<file path="src/rtl/matmul_mem_sequencer_pkg.sv">
// rtl/matmul_mem_sequencer_pkg.sv - shared types, widths and address helper for the matmul sequencer
// Purpose: FSM state enum, datapath widths and the row-major element address helper.
// Ports: none (package).
package matmul_pkg;

   localparam int ADDR_W = 8;
   localparam int DATA_W = 16;
   localparam int ACC_W  = 32;

   typedef enum logic [2:0] {
      ST_IDLE,
      ST_FETCH,
      ST_DRAIN,
      ST_WRITE,
      ST_DONE
   } state_e;

   // Row-major element address; all arithmetic is 8-bit and wraps mod 256.
   function automatic logic [ADDR_W-1:0] elem_addr(
      input logic [ADDR_W-1:0] base,
      input logic [ADDR_W-1:0] row,
      input logic [ADDR_W-1:0] col,
      input logic [ADDR_W-1:0] n
   );
      return base + row * n + col;
   endfunction

endpackage

</file>
<file path="src/rtl/matmul_mem_sequencer_if.sv">
// rtl/matmul_mem_sequencer_if.sv - four-port data memory bus between the sequencer and the memory
// Purpose: groups the write enables, addresses, write data and read data of ports 0-3.
// Modports: master (sequencer drives write_en/addr/datain, reads dataout),
//           slave  (memory side, drives dataout).
interface matmul_mem_sequencer_if;
   import matmul_pkg::*;

   logic              mem_write_en0, mem_write_en1, mem_write_en2, mem_write_en3;
   logic [ADDR_W-1:0] mem_addr0, mem_addr1, mem_addr2, mem_addr3;
   logic [DATA_W-1:0] mem_datain0, mem_datain1, mem_datain2, mem_datain3;
   logic [DATA_W-1:0] mem_dataout0, mem_dataout1, mem_dataout2, mem_dataout3;

   modport master (
      output mem_write_en0, mem_write_en1, mem_write_en2, mem_write_en3,
      output mem_addr0, mem_addr1, mem_addr2, mem_addr3,
      output mem_datain0, mem_datain1, mem_datain2, mem_datain3,
      input  mem_dataout0, mem_dataout1, mem_dataout2, mem_dataout3
   );

   modport slave (
      input  mem_write_en0, mem_write_en1, mem_write_en2, mem_write_en3,
      input  mem_addr0, mem_addr1, mem_addr2, mem_addr3,
      input  mem_datain0, mem_datain1, mem_datain2, mem_datain3,
      output mem_dataout0, mem_dataout1, mem_dataout2, mem_dataout3
   );

endinterface

</file>
<file path="src/rtl/matmul_mem_sequencer_dual_mac.sv">
// rtl/matmul_mem_sequencer_dual_mac.sv - dual multiply-accumulate for two A/B element pairs per cycle
// Purpose: acc <= (load ? 0 : acc) + d0*d1 + d2*d3 when consume_i, 32-bit wrapping.
// Ports: clock, reset_n (async active-low); d0_i..d3_i read data; consume_i, load_i control;
//        acc_o registered accumulator.
module mem_dual_mac
   import matmul_pkg::*;
(
   input  logic              clock,
   input  logic              reset_n,
   input  logic [DATA_W-1:0] d0_i,
   input  logic [DATA_W-1:0] d1_i,
   input  logic [DATA_W-1:0] d2_i,
   input  logic [DATA_W-1:0] d3_i,
   input  logic              consume_i,
   input  logic              load_i,
   output logic [ACC_W-1:0]  acc_o
);

   logic [ACC_W-1:0] sum;
   logic [ACC_W-1:0] acc_q, acc_d;

   always_comb begin
      sum   = ACC_W'(d0_i) * ACC_W'(d1_i) + ACC_W'(d2_i) * ACC_W'(d3_i);
      acc_d = acc_q;
      // Loading on the first pair of an element removes the need for a clear cycle.
      if (consume_i) begin
         acc_d = load_i ? sum : acc_q + sum;
      end
   end

   always_ff @(posedge clock or negedge reset_n) begin
      if (!reset_n) begin
         acc_q <= '0;
      end else begin
         acc_q <= acc_d;
      end
   end

   assign acc_o = acc_q;

endmodule

</file>
<file path="src/rtl/matmul_mem_sequencer.sv">
// rtl/matmul_mem_sequencer.sv - C = A x B sequencer driving the 4-port data memory
// Purpose: FSM, element indices and address generation; reads two A/B pairs per cycle,
//          writes each C element through port 0.
// Ports: clock, reset_n (async active-low); start; busy, done (pulse), overflow (sticky);
//        mem (master side of the four memory ports).
module matmul_mem_sequencer
   import matmul_pkg::*;
#(
   parameter int                N      = 4,
   parameter logic [ADDR_W-1:0] BASE_A = 8'd0,
   parameter logic [ADDR_W-1:0] BASE_B = 8'd16,
   parameter logic [ADDR_W-1:0] BASE_C = 8'd32
)(
   input  logic                   clock,
   input  logic                   reset_n,
   input  logic                   start,
   output logic                   busy,
   output logic                   done,
   output logic                   overflow,
   matmul_mem_sequencer_if.master mem
);

   localparam logic [ADDR_W-1:0] NV       = ADDR_W'(N);
   localparam logic [ADDR_W-1:0] F_LAST   = ADDR_W'(N / 2 - 1);
   localparam logic [ADDR_W-1:0] IDX_LAST = ADDR_W'(N - 1);

   state_e            state_q, state_d;
   logic [ADDR_W-1:0] i_q, i_d, j_q, j_d, f_q, f_d;
   logic              ovf_q, ovf_d;
   logic              consume_q, consume_d, load_q, load_d;
   logic [ACC_W-1:0]  acc;
   logic [ADDR_W-1:0] two_f;

   mem_dual_mac u_mac (
      .clock     (clock),
      .reset_n   (reset_n),
      .d0_i      (mem.mem_dataout0),
      .d1_i      (mem.mem_dataout1),
      .d2_i      (mem.mem_dataout2),
      .d3_i      (mem.mem_dataout3),
      .consume_i (consume_q),
      .load_i    (load_q),
      .acc_o     (acc)
   );

   always_ff @(posedge clock or negedge reset_n) begin
      if (!reset_n) begin
         state_q   <= ST_IDLE;
         i_q       <= '0;
         j_q       <= '0;
         f_q       <= '0;
         ovf_q     <= 1'b0;
         consume_q <= 1'b0;
         load_q    <= 1'b0;
      end else begin
         state_q   <= state_d;
         i_q       <= i_d;
         j_q       <= j_d;
         f_q       <= f_d;
         ovf_q     <= ovf_d;
         consume_q <= consume_d;
         load_q    <= load_d;
      end
   end

   always_comb begin
      state_d   = state_q;
      i_d       = i_q;
      j_d       = j_q;
      f_d       = f_q;
      ovf_d     = ovf_q;
      // Read data arrives one cycle after each FETCH cycle; f=0 data starts a new sum.
      consume_d = (state_q == ST_FETCH);
      load_d    = (state_q == ST_FETCH) && (f_q == '0);
      case (state_q)
         ST_IDLE: begin
            if (start) begin
               ovf_d   = 1'b0;
               i_d     = '0;
               j_d     = '0;
               f_d     = '0;
               state_d = ST_FETCH;
            end
         end
         ST_FETCH: begin
            if (f_q == F_LAST) begin
               state_d = ST_DRAIN;
            end else begin
               f_d = f_q + 8'd1;
            end
         end
         ST_DRAIN: state_d = ST_WRITE;
         ST_WRITE: begin
            if (acc[ACC_W-1:DATA_W] != '0) begin
               ovf_d = 1'b1;
            end
            f_d = '0;
            if (j_q == IDX_LAST) begin
               j_d = '0;
               if (i_q == IDX_LAST) begin
                  state_d = ST_DONE;
               end else begin
                  i_d     = i_q + 8'd1;
                  state_d = ST_FETCH;
               end
            end else begin
               j_d     = j_q + 8'd1;
               state_d = ST_FETCH;
            end
         end
         ST_DONE: state_d = ST_IDLE;
         default: state_d = ST_IDLE;
      endcase
   end

   always_comb begin
      busy              = (state_q == ST_FETCH) || (state_q == ST_DRAIN) || (state_q == ST_WRITE);
      done              = (state_q == ST_DONE);
      overflow          = ovf_q;
      two_f             = {f_q[ADDR_W-2:0], 1'b0};
      mem.mem_write_en0 = 1'b0;
      mem.mem_write_en1 = 1'b0;
      mem.mem_write_en2 = 1'b0;
      mem.mem_write_en3 = 1'b0;
      mem.mem_addr0     = '0;
      mem.mem_addr1     = '0;
      mem.mem_addr2     = '0;
      mem.mem_addr3     = '0;
      mem.mem_datain0   = '0;
      mem.mem_datain1   = '0;
      mem.mem_datain2   = '0;
      mem.mem_datain3   = '0;
      case (state_q)
         // DRAIN keeps f at its last value, so the FETCH addresses simply hold.
         ST_FETCH, ST_DRAIN: begin
            mem.mem_addr0 = elem_addr(BASE_A, i_q, two_f, NV);
            mem.mem_addr1 = elem_addr(BASE_B, two_f, j_q, NV);
            mem.mem_addr2 = elem_addr(BASE_A, i_q, two_f + 8'd1, NV);
            mem.mem_addr3 = elem_addr(BASE_B, two_f + 8'd1, j_q, NV);
         end
         ST_WRITE: begin
            mem.mem_write_en0 = 1'b1;
            mem.mem_addr0     = elem_addr(BASE_C, i_q, j_q, NV);
            mem.mem_datain0   = acc[DATA_W-1:0];
         end
         default: ;
      endcase
   end

endmodule

</file>
<file path="src/flat_wrapper.sv">
// flat-port wrapper written by rule: the top's interface ports become plain ports
module matmul_mem_sequencer_flat import matmul_pkg::*;
#(
   parameter int                N      = 4,
   parameter logic [ADDR_W-1:0] BASE_A = 8'd0,
   parameter logic [ADDR_W-1:0] BASE_B = 8'd16,
   parameter logic [ADDR_W-1:0] BASE_C = 8'd32
)
  (clock, reset_n, start, busy, done, overflow, mem_mem_write_en0, mem_mem_write_en1, mem_mem_write_en2, mem_mem_write_en3, mem_mem_addr0, mem_mem_addr1, mem_mem_addr2, mem_mem_addr3, mem_mem_datain0, mem_mem_datain1, mem_mem_datain2, mem_mem_datain3, mem_mem_dataout0, mem_mem_dataout1, mem_mem_dataout2, mem_mem_dataout3);
  matmul_mem_sequencer_if mem_i ();
  input  logic clock;
  input  logic reset_n;
  input  logic start;
  output logic busy;
  output logic done;
  output logic overflow;
  output wire logic [$bits(mem_i.mem_write_en0)-1:0] mem_mem_write_en0;
  output wire logic [$bits(mem_i.mem_write_en1)-1:0] mem_mem_write_en1;
  output wire logic [$bits(mem_i.mem_write_en2)-1:0] mem_mem_write_en2;
  output wire logic [$bits(mem_i.mem_write_en3)-1:0] mem_mem_write_en3;
  output wire logic [$bits(mem_i.mem_addr0)-1:0] mem_mem_addr0;
  output wire logic [$bits(mem_i.mem_addr1)-1:0] mem_mem_addr1;
  output wire logic [$bits(mem_i.mem_addr2)-1:0] mem_mem_addr2;
  output wire logic [$bits(mem_i.mem_addr3)-1:0] mem_mem_addr3;
  output wire logic [$bits(mem_i.mem_datain0)-1:0] mem_mem_datain0;
  output wire logic [$bits(mem_i.mem_datain1)-1:0] mem_mem_datain1;
  output wire logic [$bits(mem_i.mem_datain2)-1:0] mem_mem_datain2;
  output wire logic [$bits(mem_i.mem_datain3)-1:0] mem_mem_datain3;
  input wire logic [$bits(mem_i.mem_dataout0)-1:0] mem_mem_dataout0;
  input wire logic [$bits(mem_i.mem_dataout1)-1:0] mem_mem_dataout1;
  input wire logic [$bits(mem_i.mem_dataout2)-1:0] mem_mem_dataout2;
  input wire logic [$bits(mem_i.mem_dataout3)-1:0] mem_mem_dataout3;
  assign mem_mem_write_en0 = mem_i.mem_write_en0;
  assign mem_mem_write_en1 = mem_i.mem_write_en1;
  assign mem_mem_write_en2 = mem_i.mem_write_en2;
  assign mem_mem_write_en3 = mem_i.mem_write_en3;
  assign mem_mem_addr0 = mem_i.mem_addr0;
  assign mem_mem_addr1 = mem_i.mem_addr1;
  assign mem_mem_addr2 = mem_i.mem_addr2;
  assign mem_mem_addr3 = mem_i.mem_addr3;
  assign mem_mem_datain0 = mem_i.mem_datain0;
  assign mem_mem_datain1 = mem_i.mem_datain1;
  assign mem_mem_datain2 = mem_i.mem_datain2;
  assign mem_mem_datain3 = mem_i.mem_datain3;
  assign mem_i.mem_dataout0 = mem_mem_dataout0;
  assign mem_i.mem_dataout1 = mem_mem_dataout1;
  assign mem_i.mem_dataout2 = mem_mem_dataout2;
  assign mem_i.mem_dataout3 = mem_mem_dataout3;
  matmul_mem_sequencer #(.N(N), .BASE_A(BASE_A), .BASE_B(BASE_B), .BASE_C(BASE_C)) u_core (.clock(clock), .reset_n(reset_n), .start(start), .busy(busy), .done(done), .overflow(overflow), .mem(mem_i));
endmodule
</file>
<file path="config.mk">
export PLATFORM = sky130hd
export DESIGN_NAME = matmul_mem_sequencer_flat
export DESIGN_NICKNAME = d
export VERILOG_FILES = /design/src/rtl/matmul_mem_sequencer_pkg.sv /design/src/rtl/matmul_mem_sequencer_if.sv /design/src/rtl/matmul_mem_sequencer_dual_mac.sv /design/src/rtl/matmul_mem_sequencer.sv /design/src/flat_wrapper.sv
export SDC_FILE = /design/constraint.sdc
export NUM_CORES = 1
export LEC_CHECK = 0
export BUFFER_PORTS_ARGS = -buffer_cell sky130_fd_sc_hd__buf_2
export CORE_MARGIN = 8
export CORE_UTILIZATION = 40
export DETAILED_ROUTE_END_ITERATION = 8
export HOLD_SLACK_MARGIN = 0.1
export SLEW_MARGIN = 20
export SYNTH_ARGS = -nofsm -noshare
export SYNTH_HDL_FRONTEND = slang
export SYNTH_HIERARCHICAL = 1
export SYNTH_SLANG_ARGS = --single-unit
export TNS_END_PERCENT = 50
</file>
<file path="constraint.sdc">
create_clock -name clock -period 4.5 [get_ports clock]
set_input_delay 1.125 -clock clock [delete_from_list [all_inputs] [get_ports clock]]
set_output_delay 1.125 -clock clock [all_outputs]
set_load 0.005 [all_outputs]
</file>
## Yosys cells after proc, flatten, opt, wreduce, memory -nomap -nowiden

Cells that the tools add are included.

| operators by class | value |
|---|---|
| add/subtract/negate cells | 14 |
| multiply operators | 2 |
| div/mod/pow operators | 0 |
| $lt $le $gt $ge | 0 |
| eq/ne operators | 13 |
| shift-type cells | 0 |
| mux-type cells | 23 |
| bitwise operators | 0 |
| reduce and logical (&&, ||, !) cells | 14 |

Operators with widths:

| kind | number |
|---|---|
| $add A32 B32 Y32 | 2 |
| $mul A16 B16 Y32 | 2 |
| $mux W8 | 8 |
| $pmux W8 S2 | 3 |
| $add A8 B8 Y8 | 5 |
| $add A8 B1 Y8 const B | 4 |
| $mux W32 | 1 |
| $pmux W8 S3 | 1 |
| $add A5 B8 Y8 const A | 2 |
| $eq A8 B2 Y1 const B | 2 |
| $mux W16 | 1 |
| $reduce_bool A16 Y1 | 1 |
| $mux W3 | 4 |
| $pmux W3 S4 | 1 |
| $add A6 B8 Y8 const A | 1 |
| $eq A8 B1 Y1 const B | 1 |
| $logic_not A8 Y1 | 1 |
| $ne A2 B2 Y1 const B | 4 |
| $eq A3 B2 Y1 const B | 2 |
| $reduce_and A3 Y1 | 2 |
| $ne A2 B1 Y1 const B | 2 |
| $reduce_and A2 Y1 | 2 |
| $reduce_and A4 Y1 | 1 |
| $eq A3 B1 Y1 const B | 1 |
| other kinds (9) | 12 |

| storage, ports and cells | value |
|---|---|
| flip-flop bits (word level) | 62 |
| latch bits | 0 |
| bits in writable memories | 0 |
| ROM bits | 0 |
| input bits | 67 |
| logic and storage cells | 74 |
| memories | 0 |

## Longest topological paths before layout

| depth | value |
|---|---|
| depth after elaboration | 4 |
| mapped depth | 35 |
| gate-level depth less buffers | 34 |

## Cells and area by module

Netlist, hierarchy kept.

By module, submodules not included:

| module | times used | cells each | area each (um2) | sequential area each (um2) |
|---|---|---|---|---|
| mem_dual_mac | 1 | 2295 | 20394.6 | 800.8 |
| matmul_mem_sequencer | 1 | 353 | 2997.9 | 750.7 |

## Worst setup path before layout

Ideal clock, no wire load.

| timing path | value |
|---|---|
| path type | in2reg |
| start point | in mem_mem_dataout2[10] |
| end point | reg u_core.u_mac.acc_q[30] (netlist: u_core/u_mac/acc_o[30]) |
| setup time | 0.126 ns |
| arrival | 9.733 ns |
| data required time | 4.374 ns |
| path slack | -5.359 ns |
| cell stages on the path | 31 |
| buffers on the path | 1 |
| cells stage by stage | clkbuf_1 > nand2_1 > fa_1 > fa_1 > inv_1 > fa_1 > inv_1 > fa_1 > inv_1 > fa_1 > fa_1 > fa_1 > fa_1 > ha_1 > nand3_1 > nor4_1 > or2_2 > o211a_1 > o21a_1 > o21a_1 > or3_1 > and2_1 > ha_1 > and3_1 > and4_1 > or4b_4 > a31oi_4 > a31oi_1 > o31ai_1 > mux2_2 > a221o_1 |

| between the ends | value |
|---|---|
| cells in the longest elaborated chain, start to end | 4 |

RTL lines:

| item | RTL line | RTL |
|---|---|---|
| from (decl) | flat_wrapper.sv:31 | `input wire logic [$bits(mem_i.mem_dataout2)-1:0] mem_mem_dataout2;` |
| $mul A16 B16 Y32 * | matmul_mem_sequencer_dual_mac.sv:23 | `sum = ACC_W'(d0_i) * ACC_W'(d1_i) + ACC_W'(d2_i) * ACC_W'(d3_i);` |
| $add A32 B32 Y32 * | matmul_mem_sequencer_dual_mac.sv:23 |  |
| $add A32 B32 Y32 | matmul_mem_sequencer_dual_mac.sv:27 | `acc_d = load_i ? sum : acc_q + sum;` |
| $mux W32 * | matmul_mem_sequencer_dual_mac.sv:27 |  |
| to (signal assigned) | matmul_mem_sequencer_dual_mac.sv:33 | `acc_q <= '0;` |
| to (signal assigned) | matmul_mem_sequencer_dual_mac.sv:35 | `acc_q <= acc_d;` |
| to (decl) | matmul_mem_sequencer_dual_mac.sv:20 | `logic [ACC_W-1:0] acc_q, acc_d;` |

Every way passes the cells marked *; elsewhere a longest branch is shown, timed or not.
A chain may end at the register's enable or synchronous reset.

## Final worst setup path

| timing path | value |
|---|---|
| start point | in mem_mem_dataout0[6] |
| end point | reg u_core.u_mac.acc_q[30] (netlist: u_core/u_mac/acc_o[30]) |

| between the ends | value |
|---|---|
| cells in the longest elaborated chain, start to end | 4 |

RTL lines:

| item | RTL line | RTL |
|---|---|---|
| from (decl) | flat_wrapper.sv:29 | `input wire logic [$bits(mem_i.mem_dataout0)-1:0] mem_mem_dataout0;` |
| $mul A16 B16 Y32 * | matmul_mem_sequencer_dual_mac.sv:23 |  |
| $add A32 B32 Y32 * | matmul_mem_sequencer_dual_mac.sv:23 |  |
| $add A32 B32 Y32 | matmul_mem_sequencer_dual_mac.sv:27 |  |
| $mux W32 * | matmul_mem_sequencer_dual_mac.sv:27 |  |

Marks and branches as above.

==> impl_summary.md <==
Outcome
The flow ran to the end, but the final reports show violations. The checks that failed: negative setup slack.

Final layout
Leaving out fill and tap cells, the most frequent cell in the layout is sky130_fd_sc_hd__inv_1. The area growth from synthesis to layout is 19.9%. In the final layout, the share of cells above drive strength 1 is 20.0%. The number of nets in the final layout is 3783. In the layout the commonest cells are 534 x sky130_fd_sc_hd__inv_1, 441 x sky130_fd_sc_hd__fa_1, 328 x sky130_fd_sc_hd__and2_1. At the end of the flow the core is filled with cells to 48.5%.

CTS
The count of hold-fix buffers inserted at cts is 0. The library cell used as clock root buffer is sky130_fd_sc_hd__clkbuf_16. The number of buffers added by the clock tree synthesis step is 9. The register clock-pin slew on the reported worst setup and hold paths is 0.06 ns. The TritonCTS clock tree is yes. Counting every sink on the clock net gives 62. The clock insertion delay at the later pin of the skew report is 0.35 ns. The number of H-tree levels is 3. In this run the deepest clock path goes through 2 buffers.

Drt
The final route contains 18500 vias. The number of search-and-repair iterations in the first detailed-routing pass is 5. The total length of routed wires is 61.1 mm.

In the final routed layout, each cell accounts on average for 16.1 µm. The detail route stage leaves a number of antenna-violating nets equal to 0. The routed via count divided by cell count is 4.89. The iteration-0 DRC count of the detailed router is 886. In the routed design, unresolved DRC markers number 0.

Critical path
The critical path's largest stage delay is 0.64 ns. In this run the register-to-register setup slack is 1.05 ns. STA classifies the critical path endpoint as a flop. The critical path is of the in2reg type. For the worst setup path, the data arrival time is 9.77 ns.

The capture point of the worst reg-to-reg path is u_core/u_mac/acc_o[28]. The path depth of the worst reg2reg path is 13. The worst setup path is launched from a primary input. In this run the worst path has a maximum fanout of 7.

At the worst endpoint, the required time is 4.73 ns. By instance count, the cell type seen most on the critical path is sky130_fd_sc_hd__fa_1. The highest-delay cell along the critical path is sky130_fd_sc_hd__fa_2.

The worst register-to-register path begins at u_core/u_mac/acc_o[0].

Min path
The worst hold path depth is 1. The type of the tightest min-delay check is reg2reg. In this run the most critical hold path is launched from u_core/overflow. The sink of the worst hold path is u_core/overflow.

Timing
The number of slew-limit violations in the final report is 0. Setup violations remaining at the end of the flow were counted as 29. The slew at the pin closest to its max-slew limit is 0.980 ns. The number of hold violations in the final report is 0.

The post-route clock skew is 0.00995 ns. After layout, the worst path uses 212% of the clock period. Setup repair after global routing could not meet its margin everywhere. The worst pin sits at a relative slew slack of 34.6%. The post-route minimum period is 9.54 ns. The worst-case setup margin in the final layout is -5.04 ns. The maximum clock frequency is 0.105 GHz.

Logic synthesis
The cell accounting for the most synthesized area is sky130_fd_sc_hd__fa_1. The fraction of the yosys area taken by sequential cells is 6.63%. The number of enable-type register cells in the synthesized netlist is 0. In this run the biggest area consumer among cell types represents 38.6% of the synthesized area. Synthesis instantiated 72 different standard cells from the library. Sorting the synthesized cells by area gives the leading types as sky130_fd_sc_hd__fa_1 39%, sky130_fd_sc_hd__ha_1 14%, sky130_fd_sc_hd__and2_1 9.0%, sky130_fd_sc_hd__inv_1 8.7%, sky130_fd_sc_hd__dfrtp_1 6.6%. For this run, asynchronously set or reset flops after synthesis account for 100%.

The post-synthesis cell count is 2648. The most used flip-flop cell after synthesis is sky130_fd_sc_hd__dfrtp_1. During synthesis, Yosys emitted a total of 6 warnings.

The synthesized design contains 62 register bits. The netlist area before placement is 23400 µm². The per-instance average area after synthesis is 8.83 µm².

Die
In this run the horizontal extent of the chip is 258 µm. The starting density of the core is 40.5%. The placeable core area is 57800 µm².

In this run the core area contains 88 standard-cell rows. In this run the vertical extent of the chip is 258 µm. The total die area is 66500 µm². 170 I/O pins were placed.

Global routing
The global-route wire length before repair is 104 mm. The final global-route overflow total is 0. The total routing resource utilization after global routing is 18.8%.

Entering global routing, the biggest net connects 55 pins. The number of global-route vias before repair is 20500. The initial antenna violation count is 3.

Placed design
The placer's final routability congestion estimate is 0.904. The number of port buffers is 118. The total half-perimeter wirelength after legalization and detailed placement is 53.9 mm.

Run
The max-capacitance violation count is 0.
[repair_timing]
| action | 4_1_cts | 5_1_grt |
|---|---|---|
| pin swaps | 44 | 48 |
| resized for setup | 92 | 75 |
| buffers inserted | 19 | 10 |
| setup endpoints to repair | 29 | 30 |
[critical path, delay by kind of cell]
kind                       cells  cell delay (ns)
AOI/OAI and AO/OA              7             1.40
adders and majority gates     10             4.60
buffers and inverters          4             0.32
muxes                          1             0.32
and+or+nand+nor                9             1.96
[synthesized netlist by cell type (all sizes together), types with 4 or more instances]
library cell,instances
fa,451
buf,61
o21bai,10
nor2b,11
nor2,100
clkbuf,86
a22o,4
dfrtp,62
o21a,6
xor2,34
nor4,8
ha,254
and3,14
nand2,269
a21oi,94
a31oi,14
a21o,35
a211oi,9
o21ai,55
nand3,21
a2111oi,5
inv,545
or3,8
nand4,13
o22ai,6
nor3,19
xnor2,44
nor3b,7
or2,4
mux2i,7
nand2b,6
and2,337
o211ai,6
o31ai,4
[layout make-up]
class	instances	area, µm²
inverter	545	2050
tap	765	957
fill	5457	29800
timing repair buffer	449	3260
multi-input combinational	1944	19900
clock inverter	6	70.1
antenna	2	5.00
clock buffer	10	239
sequential	62	1550
[layer usage]
layer / track usage, % / up-vias / part of all wire [%] / wire length (µm)
met5: 0 / - / 0.028 / 17
met2: 34.3 / 351 / 52 / 31600
li1: - / 8722 / - / -
met4: 3.97 / 2 / 1.8 / 1110
met1: 24.2 / 9360 / 43 / 26500
met3: 1.41 / 70 / 3.1 / 1880
[state kept, by name (all words and copies together) (netlist names)]
signal              count
u_core/f_q              8
u_core/overflow         1
u_core/j_q              8
u_core/u_mac/acc_o     32
u_core/i_q              8
u_core/consume_q        1
u_core/load_q           1
u_core/state_q          3
[worst max-delay path by stage]
| stage | from | endpoint | slack, ns | cells past startpoint |
|---|---|---|---|---|
| floorplan | mem_mem_dataout3[4] | u_core/u_mac/acc_o[30] | -5.12 | 32 |
| global placement | mem_mem_dataout0[6] | u_core/u_mac/acc_o[30] | -5.50 | 33 |
| detailed placement | mem_mem_dataout0[6] | u_core/u_mac/acc_o[30] | -5.65 | 31 |
| CTS | mem_mem_dataout0[6] | u_core/u_mac/acc_o[30] | -5.10 | 31 |
| global route | mem_mem_dataout3[4] | u_core/u_mac/acc_o[30] | -5.25 | 32 |
| finish | mem_mem_dataout0[6] | u_core/u_mac/acc_o[30] | -5.04 | 31 |
[stage by stage]
step	cells	instance area [µm²]	TNS (ns)	setup WS, ns	hold WS, ns
floorplan	2698	23800	-100.45	-5.12	0.473
global placement	3744	26900	-120.82	-5.50	0.514
detailed placement	3744	26900	-122.69	-5.65	0.515
CTS	3779	27800	-109.52	-5.10	0.535
global route	3783	28000	-114.95	-5.25	0.562
finish	3783	28000	-107.05	-5.04	0.525
[cell families after synthesis]
logic type / share of synthesized area (%)
AO/OA/AOI/OAI: 7.51
XOR/XNOR: 2.92
adder cells (fa/ha/maj): 52.2
buffers and inverters: 12.1
flip-flops: 6.63
multiplexers: 0.460
other: 0.0160
AND/OR/NAND/NOR: 18.2
Power is left out: the tool's default activity adds up to more than one toggle a clock period on the data nets, which glitch-free logic cannot reach.
